<file path="src/rtl/zsdram_arb_pkg.sv">
// Shared definitions for the ZSDRAM command-port arbiter and its neighbours
// (top level, ZTFT43_Adapter): state encoding, call-bit indices, bus widths.
package zsdram_arb_pkg;

  localparam int SDRAM_AW = 24;
  localparam int SDRAM_DW = 16;

  // Bit positions inside iCall / oDone
  localparam int CALL_RD = 0;
  localparam int CALL_WR = 1;

  // Arbiter FSM encoding
  localparam logic [2:0] ST_IDLE    = 3'd0;
  localparam logic [2:0] ST_RD_CALL = 3'd1;
  localparam logic [2:0] ST_WR_CALL = 3'd2;
  localparam logic [2:0] ST_RD_ACK  = 3'd3;
  localparam logic [2:0] ST_WR_ACK  = 3'd4;

  // True while a command is outstanding at the SDRAM controller
  function automatic logic st_is_call(input logic [2:0] s);
    return (s == ST_RD_CALL) || (s == ST_WR_CALL);
  endfunction

endpackage

</file>
<file path="src/rtl/zsdram_rw_arbiter.sv">
// Read/write arbiter in front of the single ZSDRAM_Module_Base command port.
// Reads (display refresh) win by default; a saturating starvation counter
// forces a write grant after RD_MAX_CONSEC back-to-back reads while a write
// is pending. Address/data are latched at grant and held between commands.
// Optional watchdog on the done handshake: define ARB_TIMEOUT_EN.
module zsdram_rw_arbiter
  import zsdram_arb_pkg::*;
#(
  parameter int RD_MAX_CONSEC = 4,
  parameter int TIMEOUT_CYC   = 1024
) (
  input  logic                clk_133MHz_210,
  input  logic                rst_n,
  input  logic                rd_req,
  input  logic [SDRAM_AW-1:0] rd_addr,
  output logic [SDRAM_DW-1:0] rd_data,
  output logic                rd_done,
  input  logic                wr_req,
  input  logic [SDRAM_AW-1:0] wr_addr,
  input  logic [SDRAM_DW-1:0] wr_data,
  output logic                wr_done,
  output logic [SDRAM_AW-1:0] sdram_addr,
  output logic [SDRAM_DW-1:0] sdram_wdata,
  output logic [1:0]          sdram_call,
  input  logic [1:0]          sdram_done,
  input  logic [SDRAM_DW-1:0] sdram_rdata,
  output logic                busy,
  output logic                err_timeout
);

  // Counter just wide enough to hold RD_MAX_CONSEC (0 still needs one bit)
  localparam int              SCW    = (RD_MAX_CONSEC < 1) ? 1 : $clog2(RD_MAX_CONSEC + 1);
  localparam logic [SCW-1:0]  SC_MAX = SCW'(RD_MAX_CONSEC);

  logic [2:0]          r_state;
  logic [2:0]          w_nxt;
  logic [1:0]          r_call;
  logic [SDRAM_AW-1:0] r_addr;
  logic [SDRAM_DW-1:0] r_wdata;
  logic [SDRAM_DW-1:0] r_rdata;
  logic [SCW-1:0]      r_starve;

  logic w_grant_rd;
  logic w_grant_wr;
  logic w_rd_end;
  logic w_wr_end;
  logic w_abort;
  logic w_tmo;

  // Grant decision and call/ack sequencing
  always_comb begin
    w_nxt      = r_state;
    w_grant_rd = 1'b0;
    w_grant_wr = 1'b0;
    w_rd_end   = 1'b0;
    w_wr_end   = 1'b0;
    w_abort    = 1'b0;
    case (r_state)
      ST_IDLE: begin
        if (rd_req && (!wr_req || (r_starve < SC_MAX))) begin
          w_grant_rd = 1'b1;
          w_nxt      = ST_RD_CALL;
        end else if (wr_req) begin
          w_grant_wr = 1'b1;
          w_nxt      = ST_WR_CALL;
        end
      end
      ST_RD_CALL: begin
        // Write-done is not ours here and is ignored
        if (sdram_done[CALL_RD]) begin
          w_rd_end = 1'b1;
          w_nxt    = ST_RD_ACK;
        end else if (w_tmo) begin
          w_rd_end = 1'b1;
          w_abort  = 1'b1;
          w_nxt    = ST_RD_ACK;
        end
      end
      ST_WR_CALL: begin
        if (sdram_done[CALL_WR]) begin
          w_wr_end = 1'b1;
          w_nxt    = ST_WR_ACK;
        end else if (w_tmo) begin
          w_wr_end = 1'b1;
          w_abort  = 1'b1;
          w_nxt    = ST_WR_ACK;
        end
      end
      // Requests are ignored in the ack cycle; requester drops req here
      ST_RD_ACK: w_nxt = ST_IDLE;
      ST_WR_ACK: w_nxt = ST_IDLE;
      default:   w_nxt = ST_IDLE;
    endcase
  end

  // State, command latches and read-data capture
  always_ff @(posedge clk_133MHz_210 or negedge rst_n) begin
    if (!rst_n) begin
      r_state <= ST_IDLE;
      r_call  <= 2'b00;
      r_addr  <= '0;
      r_wdata <= '0;
      r_rdata <= '0;
    end else begin
      r_state <= w_nxt;
      if (w_grant_rd) begin
        r_call <= 2'b01;
        r_addr <= rd_addr;
      end else if (w_grant_wr) begin
        r_call  <= 2'b10;
        r_addr  <= wr_addr;
        r_wdata <= wr_data;
      end else if (w_rd_end || w_wr_end) begin
        r_call <= 2'b00;
      end
      // An aborted read returns all-ones so the display shows a marker
      if (w_rd_end)
        r_rdata <= w_abort ? {SDRAM_DW{1'b1}} : sdram_rdata;
    end
  end

  // Starvation counter: consecutive reads granted over a pending write
  always_ff @(posedge clk_133MHz_210 or negedge rst_n) begin
    if (!rst_n)
      r_starve <= '0;
    else if (w_grant_wr)
      r_starve <= '0;
    else if (w_grant_rd && wr_req) begin
      if (r_starve < SC_MAX)
        r_starve <= r_starve + 1'b1;
    end else if ((r_state == ST_IDLE) && !wr_req)
      r_starve <= '0;
  end

`ifdef ARB_TIMEOUT_EN
  localparam logic [15:0] TO_LAST = 16'(TIMEOUT_CYC - 1);

  logic [15:0] r_timer;
  logic        r_err;

  assign w_tmo = st_is_call(r_state) && (r_timer == TO_LAST);

  // Cycles spent in the current call state; restarts on every grant
  always_ff @(posedge clk_133MHz_210 or negedge rst_n) begin
    if (!rst_n)
      r_timer <= '0;
    else if (w_grant_rd || w_grant_wr)
      r_timer <= '0;
    else if (st_is_call(r_state))
      r_timer <= r_timer + 16'd1;
  end

  // Abort flag lines up with the requester's done pulse
  always_ff @(posedge clk_133MHz_210 or negedge rst_n) begin
    if (!rst_n)
      r_err <= 1'b0;
    else
      r_err <= w_abort;
  end

  assign err_timeout = r_err;
`else
  assign w_tmo       = 1'b0;
  assign err_timeout = 1'b0;
`endif

  assign sdram_call  = r_call;
  assign sdram_addr  = r_addr;
  assign sdram_wdata = r_wdata;
  assign rd_data     = r_rdata;
  assign rd_done     = (r_state == ST_RD_ACK);
  assign wr_done     = (r_state == ST_WR_ACK);
  assign busy        = (r_state != ST_IDLE);

endmodule

</file>
<file path="config.mk">
export PLATFORM = sky130hd
export DESIGN_NAME = zsdram_rw_arbiter
export DESIGN_NICKNAME = d
export VERILOG_FILES = /design/src/rtl/zsdram_arb_pkg.sv /design/src/rtl/zsdram_rw_arbiter.sv
export SDC_FILE = /design/constraint.sdc
export NUM_CORES = 1
export LEC_CHECK = 0
export BUFFER_PORTS_ARGS = -buffer_cell sky130_fd_sc_hd__buf_2
export CAP_MARGIN = 20
export CELL_PAD_IN_SITES_DETAIL_PLACEMENT = 0
export CELL_PAD_IN_SITES_GLOBAL_PLACEMENT = 1
export CORE_ASPECT_RATIO = 0.7
export CORE_MARGIN = 2
export CORE_UTILIZATION = 35
export CTS_CLUSTER_DIAMETER = 60
export DETAILED_ROUTE_END_ITERATION = 6
export PLACE_DENSITY_LB_ADDON = 0.3
export SYNTH_ARGS = -nofsm -noshare
export SYNTH_HDL_FRONTEND = slang
export SYNTH_SLANG_ARGS = --single-unit
</file>
<file path="constraint.sdc">
create_clock -name clk_133MHz_210 -period 3.2 [get_ports clk_133MHz_210]
set_input_delay 0 -clock clk_133MHz_210 [delete_from_list [all_inputs] [get_ports clk_133MHz_210]]
set_output_delay 0 -clock clk_133MHz_210 [all_outputs]
set_load 0.05 [all_outputs]
</file>
==> results of run 1 <==
## per-stage QoR
step	total power [uW]	utilization [%]	hold slack (ps)
finish	5300	55.0	39.3
global route	5560	55.0	39.1
CTS	5350	54.8	29.9
detailed placement	4240	46.4	217
global placement	4210	46.4	211
floorplan	3680	-	-296
## layout make-up
type	instances	share of cell area, %
Timing Repair Buffer	184	25.3
Multi-Input combinational cell	111	27.7
Sequential cell	64	36.3
Clock buffer	12	5.82
Clock inverter	3	1.48
Tap cell	101	2.87
Inverter	5	0.426
## cells in the mapped netlist, types with 2 or more instances
cell type,count
mux2_2,60
nand2_1,6
mux2_1,2
buf_12,2
mux2_4,18
inv_1,4
nor2_1,3
nand2b_1,2
buf_6,5
o41ai_2,2
dfrtp_1,64
o21ai_0,2
## state kept, by name (all words and copies together), names as in the netlist
register	flops
sdram_addr	24
rd_data	16
sdram_wdata	16
r_starve	3
r_state	3
sdram_call	2
## worst max-delay path: cells and delay by family, from the launching register on
kind / cells / cell delay, ps
flops: 1 / 420
mux: 2 / 690
compound gates: 1 / 700
## power by group through the flow
stage	clock (uW)	sequential (uW)	combinational [uW]
floorplan	0	2760	919
global placement	0	1440	2770
finish	1050	1440	2810
global route	1120	1500	2940
detailed placement	0	1450	2790
CTS	1080	1440	2830
## cells in the final DEF (no fill, tap or decap), drive strengths merged
master       netlist  layout
a221oi             1       1
dfrtp             64      64
and2b              1       1
nand3              2       2
o31ai              1       1
nor3b              2       2
inv                5       5
and3               1       1
and3b              1       1
nor2               4       4
ha                 1       1
dlygate4sd3        0      35
nor3               2       2
mux2              80      80
buf                8     149
clkbuf             0      12
conb               1       1
nand2              6       6
a21boi             1       1
o21ai              2       2
nand2b             2       2
a211oi             1       1
clkinv             0       1
o41ai              2       2
bufinv             0       2
## metal layers
layer / vias to the layer above / part of all wire, % / track usage, % / routed length, um
met3: 2 / 9.5 / 6.79 / 629
met1: 1023 / 46 / 18.9 / 3030
met2: 94 / 44 / 23.8 / 2950
li1: 1043 / - / - / -
met5: - / 0 / 0 / 0
met4: 0 / 0.36 / 4.39 / 24
## kinds of logic (layout without fill, tap and decap cells)
family / after synthesis / after routing
adder cells (fa/ha/maj): 1 / 1
AND/OR/NAND/NOR: 21 / 21
other: 1 / 1
multiplexers: 80 / 80
buffers and inverters: 13 / 204
flip-flops: 64 / 64
AO/OA/AOI/OAI: 8 / 8
## worst min path at each step
stage	from	end	slack, ps
6_report	rd_addr[3]	sdram_addr[3]$_DFFE_PN0P_	40
5_1_grt	wr_addr[4]	sdram_addr[4]$_DFFE_PN0P_	40
4_1_cts	wr_addr[5]	sdram_addr[5]$_DFFE_PN0P_	30
3_5_place_dp	wr_data[10]	sdram_wdata[10]$_DFFE_PN0P_	220
3_3_place_gp	wr_data[9]	sdram_wdata[9]$_DFFE_PN0P_	210
2_1_floorplan	rst_n	r_starve[0]$_DFFE_PN0P_	-300
==> results.json, run 1 <==
{
  "yosysTopAreaCellShare_pct": 54.4,
  "worst_ep_arrival_time_ps": 2130,
  "worstSkewPairLatency_ps": 320,
  "vias": 2162,
  "seq_area_frac_synth_pct": 54.4,
  "async_flop_share_pct": 100,
  "clkSlewWorstSetupHoldPaths_ps": 50,
  "place_congestion": 0.687,
  "p_sw_uw": 2470,
  "slowest_stage": "a21boi_4",
  "synth-seq-cells": 64,
  "instances_no_fill": 480,
  "drc": 0,
  "synth_area_per_cell_sq_um": 15.7,
  "dp.final_hpwl_mm": 4.53,
  "worst_pin_slew_ps": 865,
  "timing.rr.end": "sdram_addr[18]$_DFFE_PN0P_",
  "syn_nets": 275,
  "layout_setup_ws_ps": 1270,
  "cts_buffers": 9,
  "multi_input_area_sq_um": 1220,
  "slew_headroom_pct": 42.2,
  "placed_area_sq_um": 3710,
  "crit_end": "sdram_addr[18]$_DFFE_PN0P_",
  "setup_viol": 0,
  "post_cts.repair.setup_buffers": 0,
  "io_buffers": 146,
  "yosys.area.top_type": "dfrtp_1",
  "grt_max_degree": 45,
  "drt_iter0_markers": 46,
  "drt-total-wl_mm": 6.63,
  "dp_cells": 429,
  "grt_pass1_vias": 2266,
  "report.final.slew_viol_count": 0,
  "power_frac_seq_pct": 27.2,
  "clkPwrFrac_pct": 19.8,
  "max_stage_delay_ps": 700,
  "cts_sinks": 64,
  "start_util_pct": 36.8,
  "leakage_uw": 0.00217,
  "reg2reg_from": "r_starve[2]$_DFFE_PN0P_",
  "wl_per_cell_um": 13.8,
  "drtPass1Iterations": 4,
  "tns_ps": 0,
  "syn2layout_area_growth_pct": 49.6,
  "root_buffer": "clkbuf_16",
  "synth_fa_ha_area_share_pct": 0.425,
  "grt_pass1_wl_mm": 10.7,
  "clock_skew_ps": 8.94,
  "reg2reg_depth": 3,
  "p_sw_share_pct": 46.6,
  "chipHeight_um": 80.8,
  "layout-drive-gt1-share_pct": 65.7,
  "clock_path_buffers": 2,
  "preCtsSetupSlack_ps": 1250,
  "die_w_um": 114,
  "grt_use_total_pct": 15.1,
  "critPathMaxFanout": 27,
  "die_area_sq_um": 9180,
  "power_density_nw_per_um2": 1200,
  "via_per_inst": 4.50,
  "synthSimpleGateAreaFrac_pct": 5.18,
  "antenna_found_initial": 0,
  "ctsResizeCount": 0,
  "rsz0062_at_grt": "false",
  "criticalPathCategory": "reg -> reg",
  "synthMuxAreaShare_pct": 32.9,
  "maxCapViolCount": 0,
  "cts_tree": "yes",
  "synth_edf_count": 0,
  "synth.area.top_cells": "dfrtp_1 (54%), mux2_2 (23%), mux2_4 (9.2%)",
  "fmaxAchievable_ghz": 0.519,
  "synth_top_family_by_area": "multiplexers",
  "syn_inst": 188,
  "ir_drop_mv": 0.707,
  "cp_data_required_time_ps": 3400,
  "cts_hold_buf": 35,
  "synth_compound_area_share_pct": 2.89,
  "min_period_over_period_pct": 60.3,
  "htree_levels": 3,
  "final_area_sq_um": 4410,
  "startpoint": "r_starve[2]$_DFFE_PN0P_",
  "reg2reg_setup_slack_ps": 1270,
  "endpoint_kind": "flip-flop",
  "hold_path.class": "in -> reg",
  "ant_nets": 0,
  "ys_warn_count": 0,
  "holdPathStages": 3,
  "p_int_uw": 2830,
  "synth-xor-area-share_pct": 0,
  "synth.distinct_cells": 30,
  "num_rows": 27,
  "worstPathCellList": "a21boi_4 -> mux2_2 -> mux2_4",
  "worst_setup_path_start_kind": "flip-flop",
  "num-fill-cells": 674,
  "grt_remaining_overflow": 0,
  "io_pins": 148,
  "antenna_cells": 0,
  "nets": 462,
  "netlist_area_sq_um": 2950,
  "seq_area_sq_um": 1600,
  "core_area_sq_um": 8010,
  "finalHoldViolations": 0,
  "pwr-share-comb_pct": 53.0,
  "ys.flop_type": "dfrtp_1",
  "status": "finished, final reports clean",
  "fin_crit_ps": 1930
}
(Power assumes the default switching activity.)
==> inputs of run 2 (changes only) <==
ABC_AREA = 1   (was default)
CORE_UTILIZATION = 29   (was 35)
clock period = 1.65 ns   (was 3.2 ns; I/O delays follow)
==> run 2 against run 1 <==
  * First-iteration DRC count increased to 3.3 times the previous value
  * Wire length increased by 33%
  * Count of clock-buffer cells in the layout decreased by 1
==> results.json, run 2 <==
{
  "drt_iter0_markers": 153,
  "ir_drop_mv": 1.19,
  "critPathMaxFanout": 33,
  "p_sw_share_pct": 50.9,
  "ys_warn_count": 0,
  "grt_max_degree": 65,
  "rsz0062_at_grt": "false",
  "pwr-share-comb_pct": 53.6,
  "via_per_inst": 4.06,
  "endpoint_kind": "flip-flop",
  "post_cts.repair.setup_buffers": 0,
  "core_area_sq_um": 10200,
  "cts_tree": "yes",
  "worst_setup_path_start_kind": "flip-flop",
  "syn2layout_area_growth_pct": 67.0,
  "seq_area_sq_um": 1600,
  "worst_pin_slew_ps": 713,
  "antenna_found_initial": 0,
  "hold_path.class": "in -> reg",
  "utilization_pct": 49.2,
  "setup_viol": 0,
  "slew_headroom_pct": 52.3,
  "htree_levels": 3,
  "io_buffers": 146,
  "drc": 0,
  "worstPathCellList": "nor2_4 -> nand2_2 -> inv_2 -> nand3_2 -> buf_4 -> nand2_1 -> o21ai_0",
  "tns_ps": 0,
  "power_density_nw_per_um2": 1980,
  "criticalPathCategory": "reg -> reg",
  "drtPass1Iterations": 4,
  "clock_path_buffers": 2,
  "ys.flop_type": "dfrtp_1",
  "io_pins": 148,
  "cts_sinks": 64,
  "report.power.total_uw": 9980,
  "wl_per_cell_um": 11.6,
  "leakage_uw": 0.00295,
  "worst_ep_arrival_time_ps": 1690,
  "syn_nets": 481,
  "syn_inst": 394,
  "ant_nets": 0,
  "power_frac_seq_pct": 27.3,
  "synth_edf_count": 0,
  "vias": 3087,
  "layout-drive-gt1-share_pct": 28.7,
  "p_sw_uw": 5080,
  "clkSlewWorstSetupHoldPaths_ps": 60,
  "yosys.area.top_type": "dfrtp_1",
  "maxCapViolCount": 0,
  "synth.distinct_cells": 23,
  "yosysTopAreaCellShare_pct": 53.1,
  "netlist_area_sq_um": 3020,
  "max_stage_delay_ps": 440,
  "nets": 710,
  "cp_data_required_time_ps": 1840,
  "chipHeight_um": 89.4,
  "slowest_stage": "dfrtp_1",
  "grt_remaining_overflow": 0,
  "mostFrequentLayoutCells": "buf_2 (146), nand2_1 (141), inv_1 (89), dlygate4sd3_1 (80), dfrtp_1 (64)",
  "grt_pass1_wl_mm": 14.3,
  "drt-total-wl_mm": 8.81,
  "synth_commonest_cells": "nand2_1 (141), inv_1 (89), dfrtp_1 (64)",
  "synth_area_per_cell_sq_um": 7.66,
  "die_w_um": 126,
  "seq_area_frac_synth_pct": 53.1,
  "mostFrequentLayoutCell": "buf_2",
  "clkPwrFrac_pct": 19.2,
  "async_flop_share_pct": 100,
  "largest_reg_flops": 24,
  "dp.final_hpwl_mm": 5.64,
  "report.final.slew_viol_count": 0,
  "status": "finished, final reports clean",
  "finalHoldViolations": 0,
  "num-fill-cells": 1000,
  "die_area_sq_um": 11300,
  "cts_buffers": 9,
  "place_congestion": 0.740,
  "grt_use_total_pct": 15.9,
  "root_buffer": "clkbuf_16",
  "fin_crit_ps": 1490,
  "start_util_pct": 29.5,
  "synth-seq-cells": 64,
  "synthMostInstantiatedCell": "nand2_1",
  "p_int_uw": 4900,
  "grt_pass1_vias": 3029,
  "antenna_cells": 0,
  "min_period_over_period_pct": 90.6,
  "fmaxAchievable_ghz": 0.669,
  "multi_input_area_sq_um": 988,
  "num_rows": 31,
  "clock_skew_ps": 7.23,
  "worstSkewPairLatency_ps": 330,
  "synth.area.top_cells": "dfrtp_1 (53%), nand2_1 (18%), inv_1 (11%)"
}
## run 2: changes by cell type in the layout (fill, tap and decap cells not counted), moves of 29 or more
cell | previous run | this run
dlygate4sd3_1 | 35 | 80
inv_1 | 4 | 89
mux2_2 | 60 | 0
nand2_1 | 6 | 141
nand3_1 | 1 | 33
o21ai_0 | 2 | 31
## run 2: timing repair
action                                 CTS  global route
endpoints found under the hold margin  123             0
resized for setup                        0             0
hold buffers                            80             0
## run 2: cells by family (layout without fill, tap and decap cells)
logic type | after synthesis | in the layout | synth area share [%]
and+or+nand+nor | 185 | 185 | 25.5
DFF | 64 | 64 | 53.1
xor gates and xnor gates | 1 | 1 | 0.290
AOI/OAI and AO/OA | 36 | 36 | 6.47
adders and majority gates | 1 | 1 | 0.415
buffers and inverters | 106 | 340 | 14.2
other | 1 | 1 | 0.124
## run 2: worst paths after layout
path | to | slack, ps | cells past startpoint | from
max | sdram_wdata[7]$_DFFE_PN0P_ | 160 | 7 | r_state[1]$_DFFE_PN0P_
min | sdram_addr[17]$_DFFE_PN0P_ | 10 | 5 | rd_addr[17]
max reg2reg | sdram_wdata[7]$_DFFE_PN0P_ | 160 | 7 | r_state[1]$_DFFE_PN0P_
min reg2reg | sdram_addr[0]$_DFFE_PN0P_ | 470 | 2 | sdram_addr[0]$_DFFE_PN0P_
max in group asynchronous | rd_data[14]$_DFFE_PN0P_ | 1140 | 3 | rst_n
min in group asynchronous | sdram_addr[12]$_DFFE_PN0P_ | 220 | 3 | rst_n
## run 2: final cells by class
class / count / share of cell area, %
Clock buffer: 11 / 5.02
Clock inverter: 5 / 1.09
Inverter: 91 / 6.78
Multi-Input combinational cell: 224 / 19.6
Sequential cell: 64 / 31.8
Tap cell: 132 / 3.28
Timing Repair Buffer: 233 / 32.4
## run 2: power by group through the flow
stage          clock network [uW]  logic, uW  registers, uW
5_1_grt                      2040       5790           2820
6_report                     1910       5350           2720
2_1_floorplan                   0       1550           5040
3_3_place_gp                    0       5160           2740
3_5_place_dp                    0       5260           2720
4_1_cts                      1970       5400           2720
## run 2: metrics by stage
stage / hold slack [ps] / setup slack, ps / cells / area, sq um
after detailed placement: 42.9 / 151 / 664 / 3930
after global routing: 22.4 / 4.33 / 760 / 5040
after CTS: 0.152 / 128 / 760 / 5040
after floorplan: -296 / 66.2 / 394 / 3020
after global placement: 47.6 / 192 / 664 / 3930
final: 10.8 / 155 / 760 / 5040
## run 2: routing by layer
metal	global-route usage, %	wire (um)	vias to the layer above
li1	-	-	1617
met2	25.9	3960	97
met5	0	0	-
met3	5.86	614	10
met1	20.4	4150	1363
met4	4.00	88	0
## run 2: worst max-delay path: cells and delay by family, from the launching register on
kind            cells  cell delay [ps]
flops               1              440
buf+inv             2              360
simple gates        4              450
compound gates      1               80
==> inputs of run 3 (changes only) <==
CORE_UTILIZATION = 32   (was 29)
clock period = 1.4 ns   (was 1.65 ns; I/O delays follow)
==> run 3 against run 2 <==
  * Design area rose by 9.8%
  * Hold slack improved by 57 ps
  * Count of clock-buffer cells in the layout fell by 2
  * Clock skew fell by 3.5 ps
  * Final cell count increased by 1.6%
  * Utilization increased by 12 points
  * Register-to-register slack got worse by 130 ps
  * Fmax rose by 8.4%
  * Clock power grew 52%
  * Setup slack worse by 130 ps
==> results.json, run 3 (synthesis results as in run 2) <==
{
  "cts_tree": "yes",
  "via_per_inst": 4.18,
  "rsz0062_at_grt": "true",
  "wl_per_cell_um": 12.1,
  "syn2layout_area_growth_pct": 83.3,
  "p_sw_share_pct": 47.8,
  "num-fill-cells": 786,
  "report.final.slew_viol_count": 0,
  "die_area_sq_um": 10200,
  "clock_skew_ps": 3.69,
  "drt-total-wl_mm": 9.31,
  "dp.final_hpwl_mm": 5.45,
  "chipHeight_um": 85.3,
  "multi_input_area_sq_um": 1140,
  "criticalPathCategory": "reg -> reg",
  "placed_area_sq_um": 4000,
  "io_buffers": 146,
  "vias": 3225,
  "clkSlewWorstSetupHoldPaths_ps": 50,
  "fin_crit_ps": 1380,
  "largest_reg_flops": 24,
  "instances_no_fill": 772,
  "final_area_sq_um": 5530,
  "mostFrequentLayoutCell": "buf_2",
  "cts_sinks": 64,
  "grt_remaining_overflow": 0,
  "dp_cells": 661,
  "setup_viol": 0,
  "root_buffer": "clkbuf_16",
  "io_pins": 148,
  "cp_data_required_time_ps": 1610,
  "grt_use_total_pct": 17.6,
  "critPathMaxFanout": 8,
  "grt_pass1_wl_mm": 14.3,
  "drt_iter0_markers": 177,
  "cts_buffers": 9,
  "tns_ps": 0,
  "nets": 730,
  "die_w_um": 120,
  "grt_pass1_vias": 3101,
  "pwr-share-comb_pct": 54.0,
  "layout-drive-gt1-share_pct": 34.4,
  "status": "finished, final reports clean",
  "htree_levels": 3,
  "grt_max_degree": 65,
  "leakage_uw": 0.00317,
  "finalHoldViolations": 0,
  "mostFrequentLayoutCells": "buf_2 (144), nand2_1 (128), inv_1 (89), dlygate4sd3_1 (82), dfrtp_1 (64)",
  "min_period_over_period_pct": 98.5,
  "ir_drop_mv": 1.29,
  "drc": 0,
  "num_rows": 29,
  "hold_path.class": "in -> reg",
  "worst_setup_path_start_kind": "flip-flop",
  "place_congestion": 0.738,
  "clock_path_buffers": 2,
  "power_density_nw_per_um2": 2400,
  "fmaxAchievable_ghz": 0.725,
  "maxCapViolCount": 0,
  "worstSkewPairLatency_ps": 320,
  "ant_nets": 0,
  "antenna_found_initial": 0,
  "drtPass1Iterations": 4,
  "core_area_sq_um": 9110,
  "antenna_cells": 0,
  "clkPwrFrac_pct": 21.9,
  "p_int_uw": 6930,
  "worst_ep_arrival_time_ps": 1590,
  "start_util_pct": 33.1,
  "power_frac_seq_pct": 24.2,
  "p_sw_uw": 6330,
  "seq_area_sq_um": 1600,
  "report.power.total_uw": 13300,
  "endpoint_kind": "flip-flop"
}
[run 3: cell types whose count changed in the layout (fill, tap and decap cells not counted), moves of 4 or more]
cell	change
o21ai_0	-17
nand2_1	-13
o21ai_1	+11
buf_4	+10
nand2_2	+9
o21ai_2	+6
bufinv_16	+4
clkbuf_16	+4
nand3_1	-4
[run 3: critical path, stage by stage, from the launching register on]
cell	delay [ps]
dfrtp_1	400
nor2_4	220
nand2_8	100
clkinv_8	70
nand3_4	140
clkbuf_16	220
nand2_1	50
o21ai_1	50
[run 3: layer usage]
layer  track usage, %  share of wire, %  routed length [um]
met1             22.1                45                4190
met2             30.5                50                4630
met3             5.04               4.5                 422
met4             3.96              0.84                  78
met5                0                 0                   0
[run 3: metrics by stage]
stage               setup slack, ps  util, %  hold slack [ps]
global placement               10.9     43.9             45.9
finish                         21.4     60.7             67.9
floorplan                      1.85        -             -296
CTS                            6.86     57.4             30.5
detailed placement            -32.0     43.9             47.0
global route                  -57.4     60.7             94.1
[run 3: worst paths after layout]
path	end	startpoint	cells past startpoint	slack, ps
max	sdram_wdata[15]$_DFFE_PN0P_	r_state[2]$_DFFE_PN0P_	7	20
min	r_starve[1]$_DFFE_PN0P_	wr_req	3	70
max reg2reg	sdram_wdata[15]$_DFFE_PN0P_	r_state[2]$_DFFE_PN0P_	7	20
min reg2reg	sdram_addr[6]$_DFFE_PN0P_	sdram_addr[6]$_DFFE_PN0P_	2	470
max in group asynchronous	sdram_wdata[11]$_DFFE_PN0P_	rst_n	3	900
min in group asynchronous	sdram_addr[5]$_DFFE_PN0P_	rst_n	3	220
[run 3: final cells by class]
type                            instances  share of cell area (%)
Timing Repair Buffer                  252                    34.1
Sequential cell                        64                    29.0
Multi-Input combinational cell        225                    20.6
Inverter                               91                    6.40
Clock buffer                            9                    4.07
Clock inverter                          7                    3.03
Tap cell                              124                    2.81
[run 3: timing repair]
| item | in CTS | in global routing |
|---|---|---|
| hold buffers | 82 | 0 |
| hold endpoints to repair | 122 | 0 |
| buffers inserted | 0 | 7 |
| setup endpoints to repair | 23 | 48 |
| cloned | 1 | 5 |
| pin swaps | 2 | 1 |
| resized for setup | 3 | 53 |
[run 3: power by group through the flow]
| stage | clock, uW | sequential, uW | combinational [uW] |
|---|---|---|---|
| floorplan | 0 | 5940 | 1930 |
| global placement | 0 | 3180 | 6270 |
| detailed placement | 0 | 3180 | 6360 |
| CTS | 2980 | 3160 | 6600 |
| global route | 3050 | 3310 | 7680 |
| finish | 2900 | 3200 | 7160 |
